--- src/rtl/cricket_match_ctrl_if.sv ---
// rtl/cricket_match_ctrl_if.sv - match engine play/ball/display bundle
//
// Purpose : groups the play pulse, ball outcome strobe, team select and all
//           score/status outputs of the match engine.
// Ports   : master drives play, ball_valid, ball_outcome, teamSwitch and
//           observes the display/status outputs; slave is the engine side.
interface cricket_match_ctrl_if #(
    parameter int RUN_W = 9,
    parameter int OV_W  = 5
);
    logic               play;
    logic               ball_valid;
    logic [2:0]         ball_outcome;
    logic               teamSwitch;
    logic [RUN_W-1:0]   disp_runs;
    logic [3:0]         disp_wickets;
    logic [OV_W-1:0]    disp_overs;
    logic [3:0]         disp_balls;
    logic [RUN_W:0]     target;
    logic [2:0]         state;
    logic               inningOver;
    logic               gameOver;
    logic [1:0]         winner;
    logic [15:0]        leds;

    modport master (
        output play, ball_valid, ball_outcome, teamSwitch,
        input  disp_runs, disp_wickets, disp_overs, disp_balls, target,
               state, inningOver, gameOver, winner, leds
    );

    modport slave (
        input  play, ball_valid, ball_outcome, teamSwitch,
        output disp_runs, disp_wickets, disp_overs, disp_balls, target,
               state, inningOver, gameOver, winner, leds
    );
endinterface

--- src/rtl/cricket_match_ctrl.sv ---
// rtl/cricket_match_ctrl.sv - parametrised limited-overs cricket match engine
//
// Purpose : two-innings match FSM with per-team runs/wickets/overs/balls,
//           chase target, result latch and LED status.
// Ports   : clk_fpga - system clock
//           reset    - asynchronous active-low reset (released synchronously)
//           bus      - slave side of cricket_match_ctrl_if (play, ball
//                      strobe/outcome, team select, display and status)
module cricket_match_ctrl #(
    parameter int OVERS          = 20,
    parameter int BALLS_PER_OVER = 6,
    parameter int MAX_WICKETS    = 10,
    parameter int RUN_W          = 9,
    localparam int OV_W          = $clog2(OVERS + 1)
) (
    input  logic                 clk_fpga,
    input  logic                 reset,
    cricket_match_ctrl_if.slave  bus
);

    typedef enum logic [2:0] {
        S_IDLE  = 3'd0,
        S_INN1  = 3'd1,
        S_BREAK = 3'd2,
        S_INN2  = 3'd3,
        S_DONE  = 3'd4
    } state_t;

    typedef logic [RUN_W:0] run_ext_t;

    // Reset asserts immediately but is released only after two clock edges
    logic [1:0] rst_sync_q;
    logic       rst_n;

    always_ff @(posedge clk_fpga or negedge reset) begin
        if (!reset) begin
            rst_sync_q <= 2'b00;
        end else begin
            rst_sync_q <= {rst_sync_q[0], 1'b1};
        end
    end

    assign rst_n = rst_sync_q[1];

    state_t             state_q,   state_d;
    logic [RUN_W-1:0]   runs_q [2];
    logic [RUN_W-1:0]   runs_d [2];
    logic [3:0]         wkts_q [2];
    logic [3:0]         wkts_d [2];
    logic [OV_W-1:0]    overs_q [2];
    logic [OV_W-1:0]    overs_d [2];
    logic [3:0]         balls_q [2];
    logic [3:0]         balls_d [2];
    logic [RUN_W:0]     target_q,  target_d;
    logic [1:0]         winner_q,  winner_d;

    // Working values for the batting team's ball
    logic               bat;
    run_ext_t           add_runs;
    run_ext_t           run_sum;
    logic               legal;
    logic [RUN_W-1:0]   new_runs;
    logic [3:0]         new_wkts;
    logic [OV_W-1:0]    new_overs;
    logic [3:0]         new_balls;
    logic               chase;
    logic               inn_end;

    always_ff @(posedge clk_fpga or negedge rst_n) begin
        if (!rst_n) begin
            state_q    <= S_IDLE;
            runs_q[0]  <= '0;
            runs_q[1]  <= '0;
            wkts_q[0]  <= '0;
            wkts_q[1]  <= '0;
            overs_q[0] <= '0;
            overs_q[1] <= '0;
            balls_q[0] <= '0;
            balls_q[1] <= '0;
            target_q   <= '0;
            winner_q   <= 2'b00;
        end else begin
            state_q    <= state_d;
            runs_q     <= runs_d;
            wkts_q     <= wkts_d;
            overs_q    <= overs_d;
            balls_q    <= balls_d;
            target_q   <= target_d;
            winner_q   <= winner_d;
        end
    end

    always_comb begin
        state_d   = state_q;
        runs_d    = runs_q;
        wkts_d    = wkts_q;
        overs_d   = overs_q;
        balls_d   = balls_q;
        target_d  = target_q;
        winner_d  = winner_q;

        bat       = (state_q == S_INN2);
        legal     = (bus.ball_outcome != 3'd7);

        case (bus.ball_outcome)
            3'd5:    add_runs = run_ext_t'(6);
            3'd6:    add_runs = '0;
            3'd7:    add_runs = run_ext_t'(1);
            default: add_runs = run_ext_t'(bus.ball_outcome);
        endcase

        // One extra bit catches the carry so the counter clamps instead of wrapping
        run_sum  = run_ext_t'(runs_q[bat]) + add_runs;
        new_runs = run_sum[RUN_W] ? {RUN_W{1'b1}} : run_sum[RUN_W-1:0];

        new_wkts = (bus.ball_outcome == 3'd6) ? wkts_q[bat] + 4'd1 : wkts_q[bat];

        new_overs = overs_q[bat];
        new_balls = balls_q[bat];
        if (legal) begin
            if (balls_q[bat] == 4'(BALLS_PER_OVER - 1)) begin
                new_balls = 4'd0;
                new_overs = overs_q[bat] + 1'b1;
            end else begin
                new_balls = balls_q[bat] + 4'd1;
            end
        end

        chase   = (state_q == S_INN2) && (run_ext_t'(new_runs) >= target_q);
        inn_end = (new_wkts == 4'(MAX_WICKETS)) ||
                  ((new_overs == OV_W'(OVERS)) && (new_balls == 4'd0));

        case (state_q)
            S_IDLE: begin
                if (bus.play) begin
                    state_d = S_INN1;
                end
            end
            S_BREAK: begin
                if (bus.play) begin
                    state_d = S_INN2;
                end
            end
            S_INN1, S_INN2: begin
                if (bus.ball_valid) begin
                    runs_d[bat]  = new_runs;
                    wkts_d[bat]  = new_wkts;
                    overs_d[bat] = new_overs;
                    balls_d[bat] = new_balls;
                    if (state_q == S_INN1) begin
                        if (inn_end) begin
                            state_d  = S_BREAK;
                            target_d = run_ext_t'(new_runs) + run_ext_t'(1);
                        end
                    end else if (chase || inn_end) begin
                        state_d = S_DONE;
                        if (new_runs > runs_q[0]) begin
                            winner_d = 2'b10;
                        end else if (new_runs < runs_q[0]) begin
                            winner_d = 2'b01;
                        end else begin
                            winner_d = 2'b11;
                        end
                    end
                end
            end
            default: begin
                state_d = state_q;
            end
        endcase
    end

    // LED status: state one-hot plus thermometer of the batting team's over
    logic [3:0]  state_onehot;
    logic [11:0] ball_therm;
    logic [3:0]  led_balls;

    always_comb begin
        case (state_q)
            S_IDLE:  state_onehot = 4'b0001;
            S_INN1:  state_onehot = 4'b0010;
            S_BREAK: state_onehot = 4'b0100;
            S_INN2:  state_onehot = 4'b1000;
            default: state_onehot = 4'b0000;
        endcase

        led_balls  = (state_q == S_INN2 || state_q == S_DONE) ? balls_q[1] : balls_q[0];
        ball_therm = '0;
        for (int i = 0; i < 12; i++) begin
            if ((i < BALLS_PER_OVER) && (i < int'(led_balls))) begin
                ball_therm[i] = 1'b1;
            end
        end
    end

    assign bus.disp_runs    = runs_q[bus.teamSwitch];
    assign bus.disp_wickets = wkts_q[bus.teamSwitch];
    assign bus.disp_overs   = overs_q[bus.teamSwitch];
    assign bus.disp_balls   = balls_q[bus.teamSwitch];
    assign bus.target       = target_q;
    assign bus.state        = state_q;
    assign bus.inningOver   = (state_q == S_BREAK) || (state_q == S_DONE);
    assign bus.gameOver     = (state_q == S_DONE);
    assign bus.winner       = winner_q;
    assign bus.leds         = {state_onehot, ball_therm};

endmodule
--- src/flat_wrapper.sv ---
// flat-port wrapper written by rule: the top's interface ports become plain ports
module cricket_match_ctrl_flat 
#(
    parameter int OVERS          = 20,
    parameter int BALLS_PER_OVER = 6,
    parameter int MAX_WICKETS    = 10,
    parameter int RUN_W          = 9,
    localparam int OV_W          = $clog2(OVERS + 1)
)
  (clk_fpga, reset, bus_play, bus_ball_valid, bus_ball_outcome, bus_teamSwitch, bus_disp_runs, bus_disp_wickets, bus_disp_overs, bus_disp_balls, bus_target, bus_state, bus_inningOver, bus_gameOver, bus_winner, bus_leds);
  cricket_match_ctrl_if #(.RUN_W(RUN_W)) bus_i ();
  input  logic clk_fpga;
  input  logic reset;
  input wire logic [$bits(bus_i.play)-1:0] bus_play;
  input wire logic [$bits(bus_i.ball_valid)-1:0] bus_ball_valid;
  input wire logic [$bits(bus_i.ball_outcome)-1:0] bus_ball_outcome;
  input wire logic [$bits(bus_i.teamSwitch)-1:0] bus_teamSwitch;
  output wire logic [$bits(bus_i.disp_runs)-1:0] bus_disp_runs;
  output wire logic [$bits(bus_i.disp_wickets)-1:0] bus_disp_wickets;
  output wire logic [$bits(bus_i.disp_overs)-1:0] bus_disp_overs;
  output wire logic [$bits(bus_i.disp_balls)-1:0] bus_disp_balls;
  output wire logic [$bits(bus_i.target)-1:0] bus_target;
  output wire logic [$bits(bus_i.state)-1:0] bus_state;
  output wire logic [$bits(bus_i.inningOver)-1:0] bus_inningOver;
  output wire logic [$bits(bus_i.gameOver)-1:0] bus_gameOver;
  output wire logic [$bits(bus_i.winner)-1:0] bus_winner;
  output wire logic [$bits(bus_i.leds)-1:0] bus_leds;
  assign bus_i.play = bus_play;
  assign bus_i.ball_valid = bus_ball_valid;
  assign bus_i.ball_outcome = bus_ball_outcome;
  assign bus_i.teamSwitch = bus_teamSwitch;
  assign bus_disp_runs = bus_i.disp_runs;
  assign bus_disp_wickets = bus_i.disp_wickets;
  assign bus_disp_overs = bus_i.disp_overs;
  assign bus_disp_balls = bus_i.disp_balls;
  assign bus_target = bus_i.target;
  assign bus_state = bus_i.state;
  assign bus_inningOver = bus_i.inningOver;
  assign bus_gameOver = bus_i.gameOver;
  assign bus_winner = bus_i.winner;
  assign bus_leds = bus_i.leds;
  cricket_match_ctrl #(.OVERS(OVERS), .BALLS_PER_OVER(BALLS_PER_OVER), .MAX_WICKETS(MAX_WICKETS), .RUN_W(RUN_W)) u_core (.clk_fpga(clk_fpga), .reset(reset), .bus(bus_i));
endmodule
--- config.mk ---
export PLATFORM = sky130hd
export DESIGN_NAME = cricket_match_ctrl_flat
export DESIGN_NICKNAME = d
export VERILOG_FILES = /design/src/rtl/cricket_match_ctrl_if.sv /design/src/rtl/cricket_match_ctrl.sv /design/src/flat_wrapper.sv
export SDC_FILE = /design/constraint.sdc
export NUM_CORES = 1
export LEC_CHECK = 0
export CAP_MARGIN = 40
export CORE_ASPECT_RATIO = 2
export CORE_MARGIN = 1
export CORE_UTILIZATION = 45
export DETAILED_ROUTE_END_ITERATION = 8
export GPL_ROUTABILITY_DRIVEN = 0
export PLACE_DENSITY = 0.76
export REMOVE_ABC_BUFFERS = 1
export SYNTH_ARGS = -nofsm -noshare
export SYNTH_HDL_FRONTEND = slang
export SYNTH_SLANG_ARGS = --single-unit
--- constraint.sdc ---
create_clock -name clk_fpga -period 3.2 [get_ports clk_fpga]
set_input_delay 0.64 -clock clk_fpga [delete_from_list [all_inputs] [get_ports clk_fpga]]
set_output_delay 0.64 -clock clk_fpga [all_outputs]
set_load 0.05 [all_outputs]
==> results.txt <==
----------------------------------------------------
[Clock network]
  Clk slew on worst S/H paths ... 0.05 ns
  Max H-tree Level ... 3
  Hold-fix buffers, CTS ... 0
  Inserted Clock Buffers ... 9
  Source-to-sink clock delay at the later pin of the worst-skew pair ... 0.33 ns
  Clock tree from TritonCTS ... yes
  Clock net sink count ... roughly 60
  Clock tree buffer depth ... 2
  Clock root buffer master ... sky130_fd_sc_hd__clkbuf_16

[Layout]
  Footprint of the multi-input gates ... ~0.0027 mm^2
  Post-layout nets ... about 650
  Filler cell count ... roughly 670
  Fin util ... 0.672
  Ratio of cells with drive above 1 in the final layout ... 0.324
  Area taken by flip-flops and latches ... around 0.0015 mm^2
  Post-route non-filler standard cell count ... 720
  P&R area growth vs syn ... 43.4%
  Number of diodes ... 0

[Hold path]
  Class of the most critical hold timing path ... flip-flop to async pin

[STA]
  Worst Hold Margin ... 0.305 ns
  Worst slew margin relative to its limit ... 0.545
  Final worst path period need ... between 3 and 4 ns
  Final setup viols ... 5
  Final worst slack ... -0.488 ns
  Measured slew at the worst slew-check pin ... approximately 0.68 ns
  Total Negative Setup Slacks ... -2.12 ns
  Final Max Tran Viols ... 0
  F_max ... between 200 and 300 MHz
  Number of endpoints with negative hold slack in the final report ... 0
  RSZ-0062 raised after global routing ... true
  Post-route clock period utilization ... 1.15
  Worst-case clock skew ... around 0.0083 ns

[Synthesis]
  Top area cells in the synthesized netlist ... sky130_fd_sc_hd__dfrtp_1 (36%), sky130_fd_sc_hd__nand2_1 (7.3%), sky130_fd_sc_hd__ha_1 (7.1%)
  Fraction of synthesis flops using an asynchronous set or reset pin ... 1.00
  Count of flip-flops with a built-in enable after synthesis ... 0
  Distinct cells, synth ... 49
  Top cell type by total area after synthesis ... sky130_fd_sc_hd__dfrtp_1
  Fraction of the mapped netlist area in adder cells ... 0.0753
  Post-synthesis compound-gate area fraction ... 0.131
  Syn Area/Cell ... around 8.8 um^2
  Main combinational cell family by area after synthesis ... simple AND/OR/NAND/NOR gates
  Post-Syn Instances ... 486
  Simple-gate area share of the yosys netlist ... 0.182
  Most frequent cell after synthesis ... sky130_fd_sc_hd__nand2_1
  XOR/XNOR share of the synthesized area ... 0.0577
  Fraction of the yosys area taken by sequential cells ... 0.359
  Synth Warn # ... 0
  Proportion of synthesized area in mux cells ... 0.129
  Cell area after technology mapping ... ~0.0043 mm^2
  Prevailing post-synth register cell ... sky130_fd_sc_hd__dfrtp_1
  Number of flip-flops and latches in the synthesized netlist ... slightly above 60
  Most numerous cell types in the synthesized netlist ... sky130_fd_sc_hd__nand2_1 (83), sky130_fd_sc_hd__dfrtp_1 (61), sky130_fd_sc_hd__nor2_1 (33), sky130_fd_sc_hd__inv_1 (30)
  Fraction of synthesized cell area taken by the top area cell type ... 0.359

[Power]
  Static leakage ... 2.95 nW
  Max rail drop VDD ... 253 uV
  Total power per unit cell area ... ~300 mW/mm^2

[GRT]
  Remaining global-route overflow ... 0
  Vias in the first global route ... ~4500
  Total routing usage reported by global routing ... 0.277
  Pin count of the biggest net entering global routing ... 32
  First-pass GRT wire length ... 21100 um
  Number of antenna violations at the first check in global routing ... 0

[Critical path]
  Capturing point of the worst reg2reg path ... u_core.bus.winner[0]
  Cell at the slowest stage of the critical path ... sky130_fd_sc_hd__dfrtp_1
  Required time at the worst-slack endpoint ... roughly 3.4 ns
  Class of the most critical setup path ... flip-flop to flip-flop
  Path depth of the worst reg2reg path ... 19
  Kind of cell adding the most delay to the critical path ... compound AO/OA/AOI/OAI gates
  Buffers and inverters on the worst path ... 3
  Chain of cells forming the critical path ... nand3b_4, inv_4, nor2_1, a21o_1, ha_1, a21o_1, a21oi_2, buf_6, a21o_1, nor2_2, mux2_4, inv_4, ha_4, a21o_1, a21oi_2, o21ai_2, a31oi_4, a21o_1, mux2_4
  Origin of the critical flop-to-flop path ... u_core.bus.state[2]
  Data arrival at the endpoint of the critical path ... 3.90 ns
  Kind of start point of the critical path ... flip-flop
  Register-to-register setup slack ... -0.49 ns
  Element type at the critical path end ... flip-flop
  Most used cell, CP ... sky130_fd_sc_hd__a21o_1
  CP max FO ... 5
  Longest individual stage delay on the worst path ... 0.37 ns

[Die]
  Total die area ... 0.00987 mm^2
  Initial core utilization ... 0.469
  Standard-cell row count ... 49
  Width of the die ... 70.7 um
  Io pins ... 63
  Die Height ... roughly 140 um
  Floorplan Core Area ... just over 0.009 mm^2

[Detailed routing]
  Vias per cell ... 5.95
  Routed wire per std cell ... 18.7 um
  Residual antenna-violating net count after detailed routing ... 0
  Total routed wirelength ... 13500 um
  Via total after detailed routing ... around 4300
  Router iterations before antenna repair ... 8
  Initial DRC count ... around 370
  DR DRC count ... 6

[Placement]
  Number of port buffers ... 56
  DP Wirelength ... 8760 um
  DP Cell Count ... approximately 700
  Setup Slack @ Placement ... -1.32 ns

[Flow run]
  Number of max-cap violations ... 0

[Status]
  Violated checks ... DRC, setup timing
  Status ... complete, but fails checks

----------------------------------------------------
-- cells in the final DEF (no fill, tap or decap), drive strengths merged, types with 2 or more instances in the layout --
cell / Yosys / layout
o31ai: 3 / 3
mux2i: 22 / 22
xor2: 12 / 12
inv: 32 / 32
nand3: 13 / 13
mux2: 28 / 28
dfrtp: 61 / 61
ha: 24 / 24
o21ai: 45 / 45
xnor2: 16 / 16
nand3b: 2 / 2
o211ai: 3 / 3
nor3: 9 / 9
nand2b: 4 / 4
a21o: 6 / 6
and3: 4 / 4
conb: 2 / 7
nand2: 83 / 83
a31oi: 4 / 4
nor2: 34 / 34
clkinv: 0 / 2
a21oi: 24 / 24
clkdlybuf4s50: 0 / 24
nor2b: 4 / 4
a211oi: 3 / 3
nand4: 10 / 10
buf: 15 / 111
clkbuf: 11 / 14
-- per-layer routing --
| layer | up-vias | wire [um] | share of wire | GRT usage |
|---|---|---|---|---|
| li1 | 1913 | - | - | - |
| met3 | 69 | 663 | 0.049 | 0.0384 |
| met2 | 219 | 7430 | 0.55 | 0.509 |
| met1 | 2084 | 4600 | 0.34 | 0.270 |
| met4 | 0 | 807 | 0.060 | 0.217 |
| met5 | - | 0 | 0 | 0 |
-- timing repair --
action | 4_1_cts | 5_1_grt
gates resized for setup | 42 | 27
pin swaps | 19 | 13
buffers inserted | 12 | 6
endpoints found under the setup margin | 21 | 21
cloned | 1 | 0
-- power by group --
part           total (W)  internal [W]  switching [W]
Clock           0.000872      0.000538       0.000334
Combinational   0.000181     0.0000794       0.000102
Sequential      0.000781      0.000774     0.00000759
-- registers in the layout (all words and copies together), names as in the netlist --
register           flops
u_core.rst_sync_q      2
u_core.bus.winner      2
u_core.bus.state       3
u_core.wkts_q          8
u_core.balls_q         8
u_core.overs_q        10
u_core.runs_q         18
u_core.bus.target     10
-- metrics by stage --
step	power, W	area (um^2)
finish	0.00183	6100
global route	0.00189	6100
CTS	0.00182	5940
detailed placement	0.000943	5390
global placement	0.000939	5390
floorplan	0.000868	4120
-- worst max path at each step --
stage | cells past startpoint | slack [ns] | endpoint | start
global route | 20 | -0.64 | u_core.bus.winner[0] | u_core.bus.state[2]
finish | 19 | -0.49 | u_core.bus.winner[0] | u_core.bus.state[2]
floorplan | 20 | -1.64 | u_core.bus.winner[0] | u_core.bus.state[0]
global placement | 20 | -1.12 | u_core.bus.winner[0] | bus_ball_outcome[2]
CTS | 21 | -0.40 | u_core.bus.winner[0] | u_core.bus.state[2]
detailed placement | 19 | -1.32 | u_core.bus.winner[0] | bus_ball_outcome[2]
-- logic make-up after synthesis --
logic type / Yosys count
flops: 61
compound gates: 94
buf+inv: 58
fa+ha+maj: 25
mux: 50
simple gates: 168
other cells: 2
xor+xnor: 28
-- layout make-up --
class,instances,area share
clock inverters,2,0.00164
flip-flops and latches,61,0.251
well taps,102,0.0209
inverters,32,0.0205
repair buffers,138,0.215
multi-input cells,372,0.451
clock buffers,13,0.0410
Note: power is estimated with default switching activity, not from simulation.
